[config.mk]
export PLATFORM = sky130hd
export DESIGN_NAME = cam_pattern_tx_flat
export DESIGN_NICKNAME = d
export VERILOG_FILES = /design/src/rtl/cam_pattern_tx_if.sv /design/src/rtl/cam_pattern_tx.sv /design/src/flat_wrapper.sv
export SDC_FILE = /design/constraint.sdc
export NUM_CORES = 1
export LEC_CHECK = 0
export CORE_ASPECT_RATIO = 1.5
export CORE_MARGIN = 2
export CORE_UTILIZATION = 35
export DETAILED_ROUTE_END_ITERATION = 10
export PLACE_DENSITY = 0.62
export SKIP_LAST_GASP = 1
export SYNTH_ARGS = -nofsm -noshare
export SYNTH_HDL_FRONTEND = slang
export SYNTH_SLANG_ARGS = --single-unit
[constraint.sdc]
create_clock -name PCLKI -period 3.3 [get_ports PCLKI]
set_input_delay 0.495 -clock PCLKI [delete_from_list [all_inputs] [get_ports PCLKI]]
set_output_delay 0.495 -clock PCLKI [all_outputs]
set_load 0.005 [all_outputs]
[src/rtl/cam_pattern_tx_if.sv]
// Camera-side parallel video bundle for cam_pattern_tx.
// master: the pattern generator (drives video and status, takes run controls).
// slave:  the capture/host side (drives run controls, observes video and status).
interface cam_pattern_tx_if;
  logic        en_i;
  logic [1:0]  mode_i;
  logic [7:0]  seed_i;
  logic        VSYNC_O;
  logic        HREF_O;
  logic [7:0]  DATA_O;
  logic        busy_o;
  logic        frame_done_o;
  logic [15:0] frame_cnt_o;

  modport master (
    input  en_i, mode_i, seed_i,
    output VSYNC_O, HREF_O, DATA_O, busy_o, frame_done_o, frame_cnt_o
  );

  modport slave (
    output en_i, mode_i, seed_i,
    input  VSYNC_O, HREF_O, DATA_O, busy_o, frame_done_o, frame_cnt_o
  );
endinterface

[src/rtl/cam_pattern_tx.sv]
// Camera-sensor emulator: OV-style VSYNC/HREF/DATA test-pattern source.
// Frames repeat while en_i is high; a frame that has started always completes.
//
//   state  | meaning
//   -------+-----------------------------------------------------------
//   IDLE   | outputs low; waiting for en_i (mode/seed latched on exit)
//   VBLANK | VSYNC low, V_BLANK cycles before each frame
//   VSETUP | VSYNC high, HREF low, V_SETUP cycles before the first line
//   ACTIVE | VSYNC+HREF high, one pattern byte per cycle, H_ACTIVE cycles
//   HBLANK | HREF low, H_BLANK cycles after every line
//   VHOLD  | VSYNC high, HREF low, V_HOLD cycles; frame_done on last one
//
// Every output is a flop loaded from the next-state decode, so all outputs
// line up with the state register and change only on PCLKI.
module cam_pattern_tx #(
  parameter int H_ACTIVE = 8,
  parameter int H_BLANK  = 4,
  parameter int V_LINES  = 2,
  parameter int V_SETUP  = 3,
  parameter int V_HOLD   = 2,
  parameter int V_BLANK  = 5
) (
  input  logic             PCLKI,
  input  logic             WBs_RST_i,
  cam_pattern_tx_if.master cam
);

  localparam int MAX_A = (H_ACTIVE > H_BLANK) ? H_ACTIVE : H_BLANK;
  localparam int MAX_B = (V_LINES  > V_SETUP) ? V_LINES  : V_SETUP;
  localparam int MAX_C = (V_HOLD   > V_BLANK) ? V_HOLD   : V_BLANK;
  localparam int MAX_AB = (MAX_A > MAX_B) ? MAX_A : MAX_B;
  localparam int MAX_P  = (MAX_AB > MAX_C) ? MAX_AB : MAX_C;
  localparam int CW     = ($clog2(MAX_P + 1) > 16) ? $clog2(MAX_P + 1) : 16;

  localparam logic [2:0] S_IDLE   = 3'd0;
  localparam logic [2:0] S_VBLANK = 3'd1;
  localparam logic [2:0] S_VSETUP = 3'd2;
  localparam logic [2:0] S_ACTIVE = 3'd3;
  localparam logic [2:0] S_HBLANK = 3'd4;
  localparam logic [2:0] S_VHOLD  = 3'd5;

  // Timer reload values: a state lasting N cycles loads N-1 and exits at 0.
  localparam logic [CW-1:0] LD_VBLANK = CW'(V_BLANK - 1);
  localparam logic [CW-1:0] LD_VSETUP = CW'(V_SETUP - 1);
  localparam logic [CW-1:0] LD_ACTIVE = CW'(H_ACTIVE - 1);
  localparam logic [CW-1:0] LD_HBLANK = CW'(H_BLANK - 1);
  localparam logic [CW-1:0] LD_VHOLD  = CW'(V_HOLD - 1);
  localparam logic [CW-1:0] N_LINES   = CW'(V_LINES);

  logic [2:0]    state_q, state_nxt;
  logic [CW-1:0] tmr_q, tmr_nxt;
  logic [CW-1:0] line_q;
  logic [3:0]    col_q;
  logic [1:0]    mode_q;
  logic [7:0]    seed_q;
  logic [7:0]    inc_q;
  logic [7:0]    byte_nxt;
  logic          frame_start;

  logic          vsync_q;
  logic          href_q;
  logic [7:0]    data_q;
  logic          busy_q;
  logic          done_q;
  logic [15:0]   frame_cnt_q;

  // Next-state and down-counter reload decode.
  always_comb begin
    state_nxt = state_q;
    tmr_nxt   = tmr_q;
    case (state_q)
      S_IDLE: begin
        if (cam.en_i) begin
          state_nxt = S_VBLANK;
          tmr_nxt   = LD_VBLANK;
        end
      end
      S_VBLANK: begin
        if (tmr_q == '0) begin
          state_nxt = S_VSETUP;
          tmr_nxt   = LD_VSETUP;
        end else begin
          tmr_nxt = tmr_q - CW'(1);
        end
      end
      S_VSETUP: begin
        if (tmr_q == '0) begin
          state_nxt = S_ACTIVE;
          tmr_nxt   = LD_ACTIVE;
        end else begin
          tmr_nxt = tmr_q - CW'(1);
        end
      end
      S_ACTIVE: begin
        if (tmr_q == '0) begin
          state_nxt = S_HBLANK;
          tmr_nxt   = LD_HBLANK;
        end else begin
          tmr_nxt = tmr_q - CW'(1);
        end
      end
      S_HBLANK: begin
        // line_q already counts the line that just finished.
        if (tmr_q == '0) begin
          if (line_q < N_LINES) begin
            state_nxt = S_ACTIVE;
            tmr_nxt   = LD_ACTIVE;
          end else begin
            state_nxt = S_VHOLD;
            tmr_nxt   = LD_VHOLD;
          end
        end else begin
          tmr_nxt = tmr_q - CW'(1);
        end
      end
      S_VHOLD: begin
        if (tmr_q == '0) begin
          if (cam.en_i) begin
            state_nxt = S_VBLANK;
            tmr_nxt   = LD_VBLANK;
          end else begin
            state_nxt = S_IDLE;
            tmr_nxt   = '0;
          end
        end else begin
          tmr_nxt = tmr_q - CW'(1);
        end
      end
      default: begin
        state_nxt = S_IDLE;
        tmr_nxt   = '0;
      end
    endcase
  end

  assign frame_start = (state_nxt == S_VBLANK) && (state_q != S_VBLANK);

  // Pattern byte for the cycle about to be presented (used only when ACTIVE is next).
  always_comb begin
    byte_nxt = inc_q;
    case (mode_q)
      2'd1:    byte_nxt = seed_q;
      2'd2:    byte_nxt = {line_q[3:0], col_q};
      default: byte_nxt = inc_q;
    endcase
  end

  // State register and phase timer.
  always_ff @(posedge PCLKI or posedge WBs_RST_i) begin
    if (WBs_RST_i) begin
      state_q <= S_IDLE;
      tmr_q   <= '0;
    end else begin
      state_q <= state_nxt;
      tmr_q   <= tmr_nxt;
    end
  end

  // Pattern configuration is frozen for the whole frame from its VBLANK entry.
  always_ff @(posedge PCLKI or posedge WBs_RST_i) begin
    if (WBs_RST_i) begin
      mode_q <= 2'd0;
      seed_q <= 8'h00;
    end else if (frame_start) begin
      mode_q <= cam.mode_i;
      seed_q <= cam.seed_i;
    end
  end

  // Pixel position and running byte value; restart at every frame.
  always_ff @(posedge PCLKI or posedge WBs_RST_i) begin
    if (WBs_RST_i) begin
      inc_q  <= 8'h00;
      line_q <= '0;
      col_q  <= 4'd0;
    end else if (frame_start) begin
      inc_q  <= cam.seed_i;
      line_q <= '0;
      col_q  <= 4'd0;
    end else if (state_nxt == S_ACTIVE) begin
      inc_q <= inc_q + 8'd1;
      col_q <= col_q + 4'd1;
    end else if (state_q == S_ACTIVE) begin
      col_q  <= 4'd0;
      line_q <= line_q + CW'(1);
    end
  end

  // Registered video and status outputs decoded from the next state.
  always_ff @(posedge PCLKI or posedge WBs_RST_i) begin
    if (WBs_RST_i) begin
      vsync_q <= 1'b0;
      href_q  <= 1'b0;
      data_q  <= 8'h00;
      busy_q  <= 1'b0;
      done_q  <= 1'b0;
    end else begin
      vsync_q <= (state_nxt == S_VSETUP) || (state_nxt == S_ACTIVE) ||
                 (state_nxt == S_HBLANK) || (state_nxt == S_VHOLD);
      href_q  <= (state_nxt == S_ACTIVE);
      data_q  <= (state_nxt == S_ACTIVE) ? byte_nxt : 8'h00;
      busy_q  <= (state_nxt != S_IDLE);
      done_q  <= (state_nxt == S_VHOLD) && (tmr_nxt == '0);
    end
  end

  // Completed-frame counter; bumps on the edge that leaves VHOLD, wraps naturally.
  always_ff @(posedge PCLKI or posedge WBs_RST_i) begin
    if (WBs_RST_i) begin
      frame_cnt_q <= 16'h0000;
    end else if ((state_q == S_VHOLD) && (tmr_q == '0)) begin
      frame_cnt_q <= frame_cnt_q + 16'd1;
    end
  end

  assign cam.VSYNC_O      = vsync_q;
  assign cam.HREF_O       = href_q;
  assign cam.DATA_O       = data_q;
  assign cam.busy_o       = busy_q;
  assign cam.frame_done_o = done_q;
  assign cam.frame_cnt_o  = frame_cnt_q;

endmodule
[src/flat_wrapper.sv]
// flat-port wrapper written by rule: the top's interface ports become plain ports
module cam_pattern_tx_flat 
#(
  parameter int H_ACTIVE = 8,
  parameter int H_BLANK  = 4,
  parameter int V_LINES  = 2,
  parameter int V_SETUP  = 3,
  parameter int V_HOLD   = 2,
  parameter int V_BLANK  = 5
)
  (PCLKI, WBs_RST_i, cam_en_i, cam_mode_i, cam_seed_i, cam_VSYNC_O, cam_HREF_O, cam_DATA_O, cam_busy_o, cam_frame_done_o, cam_frame_cnt_o);
  cam_pattern_tx_if cam_i ();
  input  logic PCLKI;
  input  logic WBs_RST_i;
  input wire logic [$bits(cam_i.en_i)-1:0] cam_en_i;
  input wire logic [$bits(cam_i.mode_i)-1:0] cam_mode_i;
  input wire logic [$bits(cam_i.seed_i)-1:0] cam_seed_i;
  output wire logic [$bits(cam_i.VSYNC_O)-1:0] cam_VSYNC_O;
  output wire logic [$bits(cam_i.HREF_O)-1:0] cam_HREF_O;
  output wire logic [$bits(cam_i.DATA_O)-1:0] cam_DATA_O;
  output wire logic [$bits(cam_i.busy_o)-1:0] cam_busy_o;
  output wire logic [$bits(cam_i.frame_done_o)-1:0] cam_frame_done_o;
  output wire logic [$bits(cam_i.frame_cnt_o)-1:0] cam_frame_cnt_o;
  assign cam_i.en_i = cam_en_i;
  assign cam_i.mode_i = cam_mode_i;
  assign cam_i.seed_i = cam_seed_i;
  assign cam_VSYNC_O = cam_i.VSYNC_O;
  assign cam_HREF_O = cam_i.HREF_O;
  assign cam_DATA_O = cam_i.DATA_O;
  assign cam_busy_o = cam_i.busy_o;
  assign cam_frame_done_o = cam_i.frame_done_o;
  assign cam_frame_cnt_o = cam_i.frame_cnt_o;
  cam_pattern_tx #(.H_ACTIVE(H_ACTIVE), .H_BLANK(H_BLANK), .V_LINES(V_LINES), .V_SETUP(V_SETUP), .V_HOLD(V_HOLD), .V_BLANK(V_BLANK)) u_core (.PCLKI(PCLKI), .WBs_RST_i(WBs_RST_i), .cam(cam_i));
endmodule
==> impl_metrics.ini, run 1 <==
[place]
place.detailed.instances = 647
detailed_place_hpwl_mm = 7.33
globalplace.congestion = 0.901
dpl-instance-area_um2 = 4940
buffer_ports.inserted = 40

[yosys]
synthesis.yosys.warnings = 0
yosys-top-cells-area = sky130_fd_sc_hd__dfrtp_1, sky130_fd_sc_hd__nand2_1, sky130_fd_sc_hd__nor2_1
area_share_of_the_leading_cell_type_in_the_synthesized_netlist_pct = 48.7
synth-main-ff-cell = sky130_fd_sc_hd__dfrtp_1
synth.distinct_cells = 60
netlist_instances = 462
post-synth-top-count-cell = sky130_fd_sc_hd__dfrtp_1
syn_nets = 482
postSynth.asyncResetShare_pct = 100
avgSynthCellArea_um2 = 9.45
synth.largest_area_cell = sky130_fd_sc_hd__dfrtp_1
seq_area_frac_synth_pct = 48.7
synth_top_cells_by_count = sky130_fd_sc_hd__dfrtp_1, sky130_fd_sc_hd__nand2_1, sky130_fd_sc_hd__nor2_1
synth.cell_area_um2 = 4360
synth-edff-count = 0
count_of_state_elements_after_synthesis = 85

[flow_run]
max_cap_viol_count = 0

[timing]
finalClockSkew_ns = 0.00988
min_period_over_period_pct = 84.2
finalSetupViolCount = 0
fmax_ghz = 0.360
final.hold.worst_slack_ns = 0.467
timing.max_slew.rel_slack_pct = 52.3
rsz0062_at_grt = no
report.final.slew_viol_count = 0
fin_crit_ns = 2.78
finalSetupTns_ns = 0
final_hold_viol_count = 0
worst_slew_pin_slew_ns = 0.715

[route]
post_drt_wl_per_cell_um = 15.3
postRouteAntennaNets = 0
route.final.wire_length_mm = 10.2
route.detailed.drc = 0
post_drt_via_cell_ratio = 5.38
drtPass1Iterations = 5
dr.first_iter.drc_count = 228
route.vias.total = 3568

[grt]
grt_max_degree = 48
global_route_wire_length_before_repair_mm = 17.5
grt_remaining_overflow = 0
track_usage_pct = 16.3
antenna_found_initial = 0
first_global_vias = 3509

[run_status]
status = complete, no violations

[clocking]
cts.htree.levels = 3
cts.sink_count = 85
post-cts-setup-buffers = 0
cts_repair_resize_count = 0
numCtsBuffers = 9
ctsHoldBuffers = 0
clk-insertion-delay-late_ns = 0.35
cts.path.max_buffers = 2
cts_tree = done
clk_transition_reported_paths_ns = 0.06
cts_root_buf = sky130_fd_sc_hd__clkbuf_16

[power]
power.density_cell_area_nw_per_um2 = 773
report.power.total_uw = 4070
power_leakage_uw = 0.00227
max-vdd-ir-drop_uv = 283

[cells_and_area]
final_nets = 522
final_cell_count_no_fill = 663
area.growth.synth_to_final_pct = 20.7
design_area_um2 = 5270
n_antenna_cell = 0
drive_above_1_share_pct = 8.48

[floorplan]
row_count = 50
width_of_the_die_um = 95.2
design.portCount = 41
die_y_um = 141
placeable_area_um2 = 12300
die_footprint_um2 = 13400
initial_utilization_pct = 35.4

[setup_path]
setup.reg_to_reg.worst_slack_ns = 0.52
r2r-end = u_core.cam.frame_cnt_o[5]
worstPathMaxFanout = 8
launching_element_of_the_worst_setup_path = u_core.tmr_q[0]
critPathKind = reg -> reg
setup.worst_path.end_class = flop
required_ns = 3.52
depth_of_the_most_critical_reg_to_reg_path = 9
critical_register_to_register_path_startpoint = u_core.tmr_q[0]
start_kind = flop
worst_ep_arrival_time_ns = 3.00

[min_path]
hold_path.class = reg -> reg
worstHoldStart = u_core.cam.frame_cnt_o[15]
worstHoldEndpoint = u_core.cam.frame_cnt_o[15]
holdPathStages = 1
[stage by stage]
step	utilization, %	worst slack [ns]
floorplan	-	0.612
global placement	40.1	0.560
detailed placement	40.1	0.591
CTS	42.8	0.563
global route	42.8	0.289
finish	42.8	0.522
[layout by cell type, fill, tap and decap left out, types with 2 or more instances in the layout]
master / instances
sky130_fd_sc_hd__dfrtp_1: 85
sky130_fd_sc_hd__nand2_1: 63
sky130_fd_sc_hd__nor2_1: 57
sky130_fd_sc_hd__clkdlybuf4s50_1: 40
sky130_fd_sc_hd__o21ai_0: 20
sky130_fd_sc_hd__xnor2_1: 19
sky130_fd_sc_hd__nand4_1: 16
sky130_fd_sc_hd__a21oi_1: 16
sky130_fd_sc_hd__nand3_1: 16
sky130_fd_sc_hd__xor2_1: 15
sky130_fd_sc_hd__nor3_1: 11
sky130_fd_sc_hd__a22oi_1: 11
sky130_fd_sc_hd__inv_1: 10
sky130_fd_sc_hd__and3_1: 9
sky130_fd_sc_hd__o21ai_1: 9
sky130_fd_sc_hd__clkbuf_16: 9
sky130_fd_sc_hd__nor4_1: 7
sky130_fd_sc_hd__ha_1: 7
sky130_fd_sc_hd__or3_1: 6
sky130_fd_sc_hd__a31oi_1: 5
sky130_fd_sc_hd__buf_4: 5
sky130_fd_sc_hd__nand2b_1: 4
sky130_fd_sc_hd__a22o_1: 4
sky130_fd_sc_hd__nor4_4: 3
sky130_fd_sc_hd__or2_2: 3
sky130_fd_sc_hd__and2_1: 3
sky130_fd_sc_hd__or4_1: 3
sky130_fd_sc_hd__o311a_1: 3
sky130_fd_sc_hd__nor2b_1: 3
sky130_fd_sc_hd__o22ai_1: 3
sky130_fd_sc_hd__nor3b_2: 2
sky130_fd_sc_hd__nor2_2: 2
sky130_fd_sc_hd__a41o_1: 2
sky130_fd_sc_hd__clkinv_2: 2
sky130_fd_sc_hd__o211ai_1: 2
sky130_fd_sc_hd__mux2i_1: 2
sky130_fd_sc_hd__inv_6: 2
sky130_fd_sc_hd__bufinv_16: 2
[routing by layer]
layer | part of all wire (%) | GRT usage, %
met5 | 0 | 0
met4 | 3.0 | 8.31
met3 | 3.3 | 2.19
met2 | 52 | 27.7
met1 | 42 | 20.0
[registers in the layout, indices dropped and copies added (netlist names), 2 cells and up]
register,flops
u_core.cam.frame_cnt_o,16
u_core.line_q,16
u_core.tmr_q,16
u_core.cam.DATA_O,8
u_core.inc_q,8
u_core.seed_q,8
u_core.col_q,4
u_core.state_q,3
u_core.mode_q,2
[worst max-delay path: stages (launching register included)]
cell and delay, ns:
sky130_fd_sc_hd__dfrtp_1 0.45, sky130_fd_sc_hd__inv_1 0.09, sky130_fd_sc_hd__ha_1 0.20, sky130_fd_sc_hd__nor3b_2 0.37, sky130_fd_sc_hd__nand4_1 0.26, sky130_fd_sc_hd__buf_4 0.27
sky130_fd_sc_hd__nor3_4 0.34, sky130_fd_sc_hd__and3_1 0.37, sky130_fd_sc_hd__nand4_1 0.16, sky130_fd_sc_hd__xnor2_1 0.15
[layout make-up]
type	count	area [um2]
sequential	85	2130
clock inverter	7	105
timing repair buffer	46	458
inverter	12	47.5
tap	156	195
fill	1171	7060
multi-input combinational	348	2110
clock buffer	9	225
[how the worst max path moves through the flow]
stage / end / slack (ns) / depth (start not counted)
5_1_grt: u_core.cam.frame_cnt_o[15] / 0.29 / 9
3_3_place_gp: u_core.cam.frame_done_o / 0.56 / 8
3_5_place_dp: u_core.cam.frame_cnt_o[5] / 0.59 / 9
2_1_floorplan: u_core.cam.DATA_O[0] / 0.61 / 1
6_report: u_core.cam.frame_cnt_o[5] / 0.52 / 9
4_1_cts: u_core.cam.frame_cnt_o[5] / 0.56 / 9
[report_power, final]
part | leakage [uW] | switching (uW) | internal, uW
Sequential | 0.00110 | 399 | 1370
Combinational | 0.00101 | 663 | 516
Clock | 0.000159 | 450 | 675
[cells by family after synthesis]
kind of cell / synth area share [%]
buffers and inverters: 2.90
flip-flops: 48.7
multiplexers: 0.717
adder cells (fa/ha/maj): 2.01
XOR/XNOR: 6.82
AND/OR/NAND/NOR: 26.3
AO/OA/AOI/OAI: 12.6
No activity file was read; power rests on OpenSTA's default activity.
==> inputs of run 2 (changes only) <==
PLACE_DENSITY = 0.64   (was 0.62)
clock period = 2.3 ns   (was 3.3 ns; I/O delays follow)
==> run 2 against run 1 <==
Net effect: the run now ends with negative setup slack left; critical path type unchanged; critical path depth unchanged; routed wire length increased by 11%; global-route usage increased by 0.81 points; clock power increased by 26%; non-clock buffer count increased by 64; largest power group unchanged; count of clock-buffer cells in the layout unchanged; power increased by 53%; via count increased by 8.1%; flip-flop and latch count unchanged; maximum frequency increased by 16%.
==> impl_metrics.ini, run 2 (synthesis gave the netlist of run 1 again) <==
[cells_and_area]
final_common_cell = sky130_fd_sc_hd__dfrtp_1
multi_input_comb_area_um2 = 2250
num-fill-cells = 1162
final_nets = 586
final_cell_count_no_fill = 727
design_area_um2 = 5940
final_core_utilization_pct = 48.2
most-common-layout-cells = sky130_fd_sc_hd__dfrtp_1, sky130_fd_sc_hd__nand2_1, sky130_fd_sc_hd__buf_4
n_antenna_cell = 0
seq_area_um2 = 2130
drive_above_1_share_pct = 24.3
area.growth.synth_to_final_pct = 36.2

[clocking]
numCtsBuffers = 9
cts_tree = done
clk-insertion-delay-late_ns = 0.35
cts_root_buf = sky130_fd_sc_hd__clkbuf_16
cts.sink_count = 85
cts.htree.levels = 3
cts.path.max_buffers = 2
clk_transition_reported_paths_ns = 0.07

[timing]
worst_slew_pin_slew_ns = 0.579
fin_crit_ns = 2.40
finalSetupViolCount = 8
finalClockSkew_ns = 0.00962
finalSetupTns_ns = -0.422
timing.max_slew.rel_slack_pct = 61.3
fmax_ghz = 0.417
final_hold_viol_count = 0
rsz0062_at_grt = yes
min_period_over_period_pct = 104
post-route-worst-setup-slack_ns = -0.0959
report.final.slew_viol_count = 0

[place]
buffer_ports.inserted = 40
place.detailed.instances = 685
detailed_place_hpwl_mm = 7.95
dpl-instance-area_um2 = 5280
globalplace.congestion = 0.918

[grt]
grt_max_degree = 36
antenna_found_initial = 0
grt_remaining_overflow = 0
track_usage_pct = 17.2
first_global_vias = 3941
global_route_wire_length_before_repair_mm = 18.3

[route]
route.detailed.drc = 0
post_drt_wl_per_cell_um = 15.5
drtPass1Iterations = 5
post_drt_via_cell_ratio = 5.30
dr.first_iter.drc_count = 154
route.vias.total = 3856
route.final.wire_length_mm = 11.2
postRouteAntennaNets = 0

[run_status]
violations_in_the_final_reports = negative setup slack
status = finished with violations

[setup_path]
worstSetupEndpoint = u_core.cam.busy_o
launching_element_of_the_worst_setup_path = u_core.tmr_q[14]
critical_register_to_register_path_startpoint = u_core.tmr_q[14]
r2r-end = u_core.cam.busy_o
setup.worst_path.end_class = flop
worstPathMaxFanout = 5
worst_ep_arrival_time_ns = 2.63
depth_of_the_most_critical_reg_to_reg_path = 9
required_ns = 2.53
critPathKind = reg -> reg
setup.reg_to_reg.worst_slack_ns = -0.1
start_kind = flop

[power]
power.share.combinational_pct = 36.7
intPower_uw = 3860
max-vdd-ir-drop_uv = 451
power_leakage_uw = 0.00260
power.share.switching_pct = 38.0
power.density_cell_area_nw_per_um2 = 1050
share_clk_of_total_power_pct = 22.8
power.switching_uw = 2360
sequentialPowerShare_pct = 40.5
report.power.total_uw = 6230

[min_path]
hold_path.class = in -> async

[flow_run]
max_cap_viol_count = 0

[floorplan]
placeable_area_um2 = 12300
row_count = 50
die_footprint_um2 = 13400
initial_utilization_pct = 35.4
width_of_the_die_um = 95.2
design.portCount = 41
die_y_um = 141
==> run 2: cell types whose count changed in the layout (fill, tap and decap cells not counted), sizes merged <==
| cell | previous run | this run |
|---|---|---|
| clkinv | 3 | 1 |
| clkinvlp | 1 | 3 |
| bufinv | 2 | 0 |
| buf | 6 | 69 |
| clkbuf | 9 | 10 |
| inv | 13 | 15 |
==> run 2: worst min path at each step <==
stage	from	endpoint	slack, ns	cells after the start
3_5_place_dp	u_core.seed_q[0]	u_core.seed_q[0]	0.46	2
2_1_floorplan	u_core.seed_q[7]	u_core.seed_q[7]	0.45	2
4_1_cts	WBs_RST_i	u_core.cam.frame_cnt_o[6]	0.42	2
3_3_place_gp	u_core.seed_q[0]	u_core.seed_q[0]	0.46	2
6_report	WBs_RST_i	u_core.cam.DATA_O[5]	0.41	2
5_1_grt	WBs_RST_i	u_core.cam.frame_cnt_o[6]	0.46	2
==> run 2: cell type report <==
class	instances	share of cell area [%]
clock buffers	9	3.79
inverters	12	0.863
flip-flops and latches	85	35.9
repair buffers	110	17.3
multi-input cells	348	37.8
well taps	156	3.28
clock inverters	7	1.07
==> run 2: timing repair <==
item / CTS / global route
cloned: 0 / 1
endpoints found under the setup margin: 8 / 39
gates resized for setup: 16 / 28
pin swaps: 10 / 14
setup buffers: 12 / 13
hold buffers: 0 / 0
==> run 2: power by group through the flow <==
stage                     registers, uW  clock network, uW  logic [uW]
final                              2520               1420        2280
after global routing               2580               1510        2540
after CTS                          2490               1450        2120
after detailed placement           2510                  0        1970
after global placement             2490                  0        1940
after floorplan                    2390                  0        1340
==> run 2: layer usage <==
metal  track usage [%]  part of all wire (%)  vias up
met1              19.3                    39     1856
met5                 0                     0        -
li1                  -                     -     1842
met4              9.08                   4.2        0
met2              30.1                    53      114
met3              3.26                   4.4       44
==> run 2: critical path, cell delays in order (launching register included) <==
cell	delay (ns)
sky130_fd_sc_hd__dfrtp_1	0.41
sky130_fd_sc_hd__nor4_4	0.38
sky130_fd_sc_hd__buf_4	0.19
sky130_fd_sc_hd__and4_4	0.28
sky130_fd_sc_hd__buf_4	0.14
sky130_fd_sc_hd__buf_4	0.11
sky130_fd_sc_hd__o211ai_1	0.12
sky130_fd_sc_hd__buf_4	0.19
sky130_fd_sc_hd__or3_4	0.33
sky130_fd_sc_hd__nand2b_1	0.14
==> run 2: metrics by stage <==
stage | setup slack (ns) | hold slack (ns)
detailed placement | -0.105 | 0.464
global placement | 0.0381 | 0.462
CTS | -0.0508 | 0.421
floorplan | -0.00781 | 0.446
global route | -0.172 | 0.461
finish | -0.0959 | 0.411
